--- src/rtl/mole_round_if.sv ---
// Handshake bundle between the whack-a-mole round sequencer and its neighbours.
// The master side drives start/abort/tick/buttons; the slave side is the sequencer.
interface mole_round_if #(
    parameter int NUM_MOLES = 4
);
    logic                 start_i;
    logic                 abort_i;
    logic                 tick_i;
    logic [NUM_MOLES-1:0] btn_i;
    logic [NUM_MOLES-1:0] mole_oh_o;
    logic [2:0]           window_left_o;
    logic [7:0]           score_o;
    logic [7:0]           misses_o;
    logic [7:0]           round_cnt_o;
    logic                 busy_o;
    logic                 hit_pulse_o;
    logic                 miss_pulse_o;
    logic                 game_over_o;

    modport master (
        output start_i, abort_i, tick_i, btn_i,
        input  mole_oh_o, window_left_o, score_o, misses_o, round_cnt_o,
               busy_o, hit_pulse_o, miss_pulse_o, game_over_o
    );

    modport slave (
        input  start_i, abort_i, tick_i, btn_i,
        output mole_oh_o, window_left_o, score_o, misses_o, round_cnt_o,
               busy_o, hit_pulse_o, miss_pulse_o, game_over_o
    );
endinterface

--- src/rtl/mole_round_ctrl.sv ---
// Whack-a-mole round sequencer: arm delay, random pop, reaction window, hit/miss scoring.
// Optional macro SPEED_RAMP_EN shrinks the reaction window after every RAMP_HITS hits.
module mole_round_ctrl #(
    parameter int         NUM_MOLES   = 4,
    parameter int         NUM_ROUNDS  = 16,
    parameter logic [2:0] BASE_WINDOW = 3'd5,
    parameter logic [2:0] ARM_DELAY   = 3'd1,
    parameter logic [7:0] LFSR_SEED   = 8'hA5
`ifdef SPEED_RAMP_EN
    ,
    parameter int         RAMP_HITS   = 4
`endif
) (
    input logic         clk,
    input logic         rst_n,
    mole_round_if.slave bus
);
    localparam logic [7:0] SEED = (LFSR_SEED == 8'h00) ? 8'h01 : LFSR_SEED;

    typedef enum logic [2:0] {IDLE, ARM, POP, UP, HIT, MISS, DONE} state_t;

    state_t               state_q;
    logic [7:0]           lfsr_q, lfsr_d;
    logic [2:0]           arm_cnt_q, cur_window_q, window_left_q;
    logic [2:0]           last_idx_q, raw_idx, pop_idx;
    logic                 have_last_q;
    logic [NUM_MOLES-1:0] mole_oh_q;
    logic [7:0]           score_q, misses_q, round_cnt_q;
    logic                 busy_q, hit_pulse_q, miss_pulse_q, game_over_q;
`ifdef SPEED_RAMP_EN
    logic [7:0]           ramp_cnt_q;
`endif

    function automatic logic [7:0] sat_inc(input logic [7:0] v);
        return (v == 8'hFF) ? v : v + 8'd1;
    endfunction

    // Galois form of x^8+x^6+x^5+x^4+1, free-running so player timing feeds the pick.
    assign lfsr_d = {1'b0, lfsr_q[7:1]} ^ (lfsr_q[0] ? 8'hB8 : 8'h00);

    always_comb begin
        raw_idx = 3'(lfsr_q % NUM_MOLES);
        pop_idx = raw_idx;
        if (have_last_q && (raw_idx == last_idx_q))
            pop_idx = 3'((raw_idx + 1) % NUM_MOLES);
    end

    always_ff @(posedge clk) begin
        if (!rst_n) begin
            state_q       <= IDLE;
            lfsr_q        <= SEED;
            arm_cnt_q     <= 3'd0;
            cur_window_q  <= BASE_WINDOW;
            window_left_q <= 3'd0;
            last_idx_q    <= 3'd0;
            have_last_q   <= 1'b0;
            mole_oh_q     <= '0;
            score_q       <= 8'd0;
            misses_q      <= 8'd0;
            round_cnt_q   <= 8'd0;
            busy_q        <= 1'b0;
            hit_pulse_q   <= 1'b0;
            miss_pulse_q  <= 1'b0;
            game_over_q   <= 1'b0;
`ifdef SPEED_RAMP_EN
            ramp_cnt_q    <= 8'd0;
`endif
        end else begin
            lfsr_q       <= lfsr_d;
            hit_pulse_q  <= 1'b0;
            miss_pulse_q <= 1'b0;
            game_over_q  <= 1'b0;
            if (state_q != IDLE && bus.abort_i) begin
                state_q       <= IDLE;
                mole_oh_q     <= '0;
                window_left_q <= 3'd0;
                busy_q        <= 1'b0;
            end else begin
                case (state_q)
                    IDLE: if (bus.start_i) begin
                        state_q      <= ARM;
                        score_q      <= 8'd0;
                        misses_q     <= 8'd0;
                        round_cnt_q  <= 8'd0;
                        cur_window_q <= BASE_WINDOW;
                        arm_cnt_q    <= ARM_DELAY;
                        have_last_q  <= 1'b0;
                        busy_q       <= 1'b1;
`ifdef SPEED_RAMP_EN
                        ramp_cnt_q   <= 8'd0;
`endif
                    end
                    ARM: begin
                        if (arm_cnt_q == 3'd0) begin
                            state_q <= POP;
                        end else if (bus.tick_i) begin
                            arm_cnt_q <= arm_cnt_q - 3'd1;
                            if (arm_cnt_q == 3'd1) state_q <= POP;
                        end
                    end
                    POP: begin
                        mole_oh_q     <= NUM_MOLES'(1) << pop_idx;
                        window_left_q <= cur_window_q;
                        last_idx_q    <= pop_idx;
                        have_last_q   <= 1'b1;
                        state_q       <= UP;
                    end
                    UP: begin
                        // Correct button beats a simultaneous wrong button or expiring tick.
                        if (|(bus.btn_i & mole_oh_q)) begin
                            state_q       <= HIT;
                            hit_pulse_q   <= 1'b1;
                            mole_oh_q     <= '0;
                            window_left_q <= 3'd0;
                            score_q       <= sat_inc(score_q);
                            round_cnt_q   <= round_cnt_q + 8'd1;
`ifdef SPEED_RAMP_EN
                            if (ramp_cnt_q == 8'(RAMP_HITS - 1)) begin
                                ramp_cnt_q <= 8'd0;
                                if (cur_window_q > 3'd1) cur_window_q <= cur_window_q - 3'd1;
                            end else begin
                                ramp_cnt_q <= ramp_cnt_q + 8'd1;
                            end
`endif
                        end else if ((|bus.btn_i) || (bus.tick_i && window_left_q == 3'd1)) begin
                            state_q       <= MISS;
                            miss_pulse_q  <= 1'b1;
                            mole_oh_q     <= '0;
                            window_left_q <= 3'd0;
                            misses_q      <= sat_inc(misses_q);
                            round_cnt_q   <= round_cnt_q + 8'd1;
                        end else if (bus.tick_i) begin
                            window_left_q <= window_left_q - 3'd1;
                        end
                    end
                    HIT, MISS: begin
                        if (round_cnt_q == 8'(NUM_ROUNDS)) begin
                            state_q     <= DONE;
                            game_over_q <= 1'b1;
                        end else begin
                            state_q   <= ARM;
                            arm_cnt_q <= ARM_DELAY;
                        end
                    end
                    DONE: begin
                        state_q <= IDLE;
                        busy_q  <= 1'b0;
                    end
                    default: begin
                        state_q <= IDLE;
                        busy_q  <= 1'b0;
                    end
                endcase
            end
        end
    end

    assign bus.mole_oh_o     = mole_oh_q;
    assign bus.window_left_o = window_left_q;
    assign bus.score_o       = score_q;
    assign bus.misses_o      = misses_q;
    assign bus.round_cnt_o   = round_cnt_q;
    assign bus.busy_o        = busy_q;
    assign bus.hit_pulse_o   = hit_pulse_q;
    assign bus.miss_pulse_o  = miss_pulse_q;
    assign bus.game_over_o   = game_over_q;
endmodule
--- src/flat_wrapper.sv ---
// flat-port wrapper written by rule: the top's interface ports become plain ports
module mole_round_ctrl_flat 
#(
    parameter int         NUM_MOLES   = 4,
    parameter int         NUM_ROUNDS  = 16,
    parameter logic [2:0] BASE_WINDOW = 3'd5,
    parameter logic [2:0] ARM_DELAY   = 3'd1,
    parameter logic [7:0] LFSR_SEED   = 8'hA5

)
  (clk, rst_n, bus_start_i, bus_abort_i, bus_tick_i, bus_btn_i, bus_mole_oh_o, bus_window_left_o, bus_score_o, bus_misses_o, bus_round_cnt_o, bus_busy_o, bus_hit_pulse_o, bus_miss_pulse_o, bus_game_over_o);
  mole_round_if #(.NUM_MOLES(NUM_MOLES)) bus_i ();
  input logic clk;
  input logic rst_n;
  input wire logic [$bits(bus_i.start_i)-1:0] bus_start_i;
  input wire logic [$bits(bus_i.abort_i)-1:0] bus_abort_i;
  input wire logic [$bits(bus_i.tick_i)-1:0] bus_tick_i;
  input wire logic [$bits(bus_i.btn_i)-1:0] bus_btn_i;
  output wire logic [$bits(bus_i.mole_oh_o)-1:0] bus_mole_oh_o;
  output wire logic [$bits(bus_i.window_left_o)-1:0] bus_window_left_o;
  output wire logic [$bits(bus_i.score_o)-1:0] bus_score_o;
  output wire logic [$bits(bus_i.misses_o)-1:0] bus_misses_o;
  output wire logic [$bits(bus_i.round_cnt_o)-1:0] bus_round_cnt_o;
  output wire logic [$bits(bus_i.busy_o)-1:0] bus_busy_o;
  output wire logic [$bits(bus_i.hit_pulse_o)-1:0] bus_hit_pulse_o;
  output wire logic [$bits(bus_i.miss_pulse_o)-1:0] bus_miss_pulse_o;
  output wire logic [$bits(bus_i.game_over_o)-1:0] bus_game_over_o;
  assign bus_i.start_i = bus_start_i;
  assign bus_i.abort_i = bus_abort_i;
  assign bus_i.tick_i = bus_tick_i;
  assign bus_i.btn_i = bus_btn_i;
  assign bus_mole_oh_o = bus_i.mole_oh_o;
  assign bus_window_left_o = bus_i.window_left_o;
  assign bus_score_o = bus_i.score_o;
  assign bus_misses_o = bus_i.misses_o;
  assign bus_round_cnt_o = bus_i.round_cnt_o;
  assign bus_busy_o = bus_i.busy_o;
  assign bus_hit_pulse_o = bus_i.hit_pulse_o;
  assign bus_miss_pulse_o = bus_i.miss_pulse_o;
  assign bus_game_over_o = bus_i.game_over_o;
  mole_round_ctrl #(.NUM_MOLES(NUM_MOLES), .NUM_ROUNDS(NUM_ROUNDS), .BASE_WINDOW(BASE_WINDOW), .ARM_DELAY(ARM_DELAY), .LFSR_SEED(LFSR_SEED)) u_core (.clk(clk), .rst_n(rst_n), .bus(bus_i));
endmodule
--- config.mk ---
export PLATFORM = sky130hd
export DESIGN_NAME = mole_round_ctrl_flat
export DESIGN_NICKNAME = d
export VERILOG_FILES = /design/src/rtl/mole_round_if.sv /design/src/rtl/mole_round_ctrl.sv /design/src/flat_wrapper.sv
export SDC_FILE = /design/constraint.sdc
export NUM_CORES = 1
export LEC_CHECK = 0
export ABC_AREA = 1
export ABC_CLOCK_PERIOD_IN_PS = 2710
export CELL_PAD_IN_SITES_DETAIL_PLACEMENT = 1
export CELL_PAD_IN_SITES_GLOBAL_PLACEMENT = 2
export CORE_MARGIN = 1.5
export CORE_UTILIZATION = 32
export CTS_CLUSTER_SIZE = 14
export DETAILED_ROUTE_END_ITERATION = 6
export PLACE_DENSITY = 0.9
export SYNTH_ARGS = -nofsm -noshare
export SYNTH_HDL_FRONTEND = slang
export SYNTH_SLANG_ARGS = --single-unit
--- constraint.sdc ---
create_clock -name clk -period 2.71 [get_ports clk]
set_input_delay 0.542 -clock clk [delete_from_list [all_inputs] [get_ports clk]]
set_output_delay 0.542 -clock clk [all_outputs]
set_load 0.1 [all_outputs]
==> reports/results.tsv <==
metric	value	unit
status	completed	
dr.pass1.iters	4	
grt_usage	0.179	
syn_to_final_growth	21.2	%
setup_tns	0	ps
use_met3	0.0284	
hold_buffers	0	
ir_drop	0.313	mV
hold_class	register to register	
final_util	0.405	
cts_max_path_buffers	2	
grt_pass1_wl	12.9	mm
max_cap_viol_count	0	
slew_violations	0	
ys_ff_latch	52	
synthCells	411	
drive_gt1_frac	0.148	
synth_edf_count	0	
dp_hpwl	6.00	mm
drc	0	
grt_overflow	0	
cp.required	2970	ps
synth_cell_types	35	
rsz0062_at_grt	false	
ys_warn_count	0	
whs	421	ps
grt.busiest_layer	met2	
numClockSinks	52	
cts_buffers	5	
clk_pin_slew	100	ps
num_rows	33	
fill_cells	1091	
dieArea	9270	um^2
finalClockSkew	6.80	ps
grt_max_degree	16	
via_per_inst	4.85	
wire_per_inst	13.6	um
detailroute.via_count	2736	
synthArstFlopShare	0	
ys.flop_type	dfxtp_1	
core_area	8340	um^2
p_leak	1.47	nW
grt_use_met2	0.312	
use_met1	0.232	
antenna_found_initial	0	
endpoint_kind	register	
mappedNetlistArea	2790	um^2
min_period_over_period	0.727	
antenna_cells	0	
die_height	96.3	um
ys_seq_area_frac	0.374	
fin_nets	476	
p_per_area	775	nW/um^2
reg2reg_slack	740	ps
start_util	0.334	
die-width	96.3	um
place_inst	556	
crit_path_start_kind	register	
cp_max_fo	14	
avgSynthCellArea	6.78	um^2
clock_latency	310	ps
syn-num-nets	429	
htreeDepth	2	
gp_congestion	0.825	
cts_resized	0	
cts_tree	yes	
period_minus_slack	1970	ps
layout_commonest_cell	nand2_1	
worst_pin_slew	438	ps
clockRootBuffer	clkbuf_8	
drt_iter0_markers	63	
final_cells	564	
wirelength	7.65	mm
mostFrequentLayoutCells	nand2_1, inv_1, dfxtp_1	
io_buffers	43	
finalPower	2.62	mW
grt_pass1_vias	2706	
setup_violations	0	
arrival	2230	ps
crit_type	register to register	
pin_count	44	
ant_nets	0	
finalHoldViolCount	0	
post-cts-setup-buffers	0	
max_slew_margin	0.708	
fmax	0.507	GHz
==> path summary, 6_finish.rpt <==
kind / start / to / cells after the start
setup / recovery: u_core.state_q[1] / u_core.bus.score_o[5] / 8
hold / removal: u_core.lfsr_q[2] / u_core.lfsr_q[1] / 2
setup reg to reg: u_core.state_q[1] / u_core.bus.score_o[5] / 8
hold reg to reg: u_core.lfsr_q[2] / u_core.lfsr_q[1] / 2
==> metrics by stage <==
step / setup WS, ps / cell area [um^2]
2_1_floorplan: 396 / 2790
3_3_place_gp: 471 / 3250
3_5_place_dp: 411 / 3250
4_1_cts: 665 / 3380
5_1_grt: 473 / 3380
6_report: 739 / 3380
==> Yosys cell counts, types with 2 or more instances <==
library cell,n,area share
nand2_1,111,0.15
inv_1,56,0.075
dfxtp_1,52,0.37
nor2_1,44,0.059
nand3_1,35,0.063
a21oi_1,33,0.059
o21ai_0,12,0.022
ha_1,9,0.040
nand4_1,9,0.020
nor3_1,6,0.011
clkbuf_1,4,0.0054
nand2_2,4,0.0090
xnor2_1,4,0.013
nor2_2,3,0.0067
nor2_4,3,0.012
xor2_1,3,0.0094
buf_4,2,0.0054
nand2_4,2,0.0081
nand3_2,2,0.0072
o21ai_1,2,0.0036
==> cell type report <==
class / instances / area, um^2 / area share
inverters: 57 / 214 / 0.0634
clock inverters: 1 / 30.0 / 0.00889
multi-input cells: 294 / 1480 / 0.439
clock buffers: 7 / 96.3 / 0.0285
flip-flops and latches: 52 / 1040 / 0.308
well taps: 105 / 131 / 0.0389
repair buffers: 48 / 380 / 0.113
==> kinds of logic (layout without fill, tap and decap cells) <==
group	after synthesis	after routing	synth area share
buffers and inverters	65	113	0.0934
and+or+nand+nor	225	225	0.368
muxes	1	1	0.00359
AOI/OAI and AO/OA	52	52	0.0988
adders and majority gates	9	9	0.0404
DFF	52	52	0.374
xor gates and xnor gates	7	7	0.0220
==> registers in the layout, indices dropped and copies added, names as in the netlist <==
signal	cells
u_core.lfsr_q	8
u_core.bus.window_left_o	3
u_core.bus.hit_pulse_o	1
u_core.bus.score_o	8
u_core.bus.game_over_o	1
u_core.bus.mole_oh_o	4
u_core.state_q	3
u_core.bus.busy_o	1
u_core.bus.misses_o	8
u_core.bus.miss_pulse_o	1
u_core.bus.round_cnt_o	8
u_core.arm_cnt_q	3
u_core.last_idx_q	2
u_core.have_last_q	1
==> where the power goes <==
part           internal, mW  total (mW)  leakage [nW]  switching [mW]
Sequential            0.847       0.927         0.423          0.0799
Clock                 0.326       0.593        0.0645           0.267
Combinational         0.289        1.10         0.985           0.809
==> per-layer routing <==
metal | wire (um) | up-vias
li1 | - | 1398
met1 | 3760 | 1301
met2 | 3640 | 32
met3 | 186 | 5
met4 | 68 | 0
met5 | 0 | -
==> worst max-delay path: stages, from the launching register on <==
cell     delay, ps
dfxtp_1        440
nand3_2        330
inv_1          420
nand4_2        280
nand2_2        180
nand2_2        100
nand2_1         80
nand2_1         50
inv_1           40
Power figures use the tool's default switching activity.
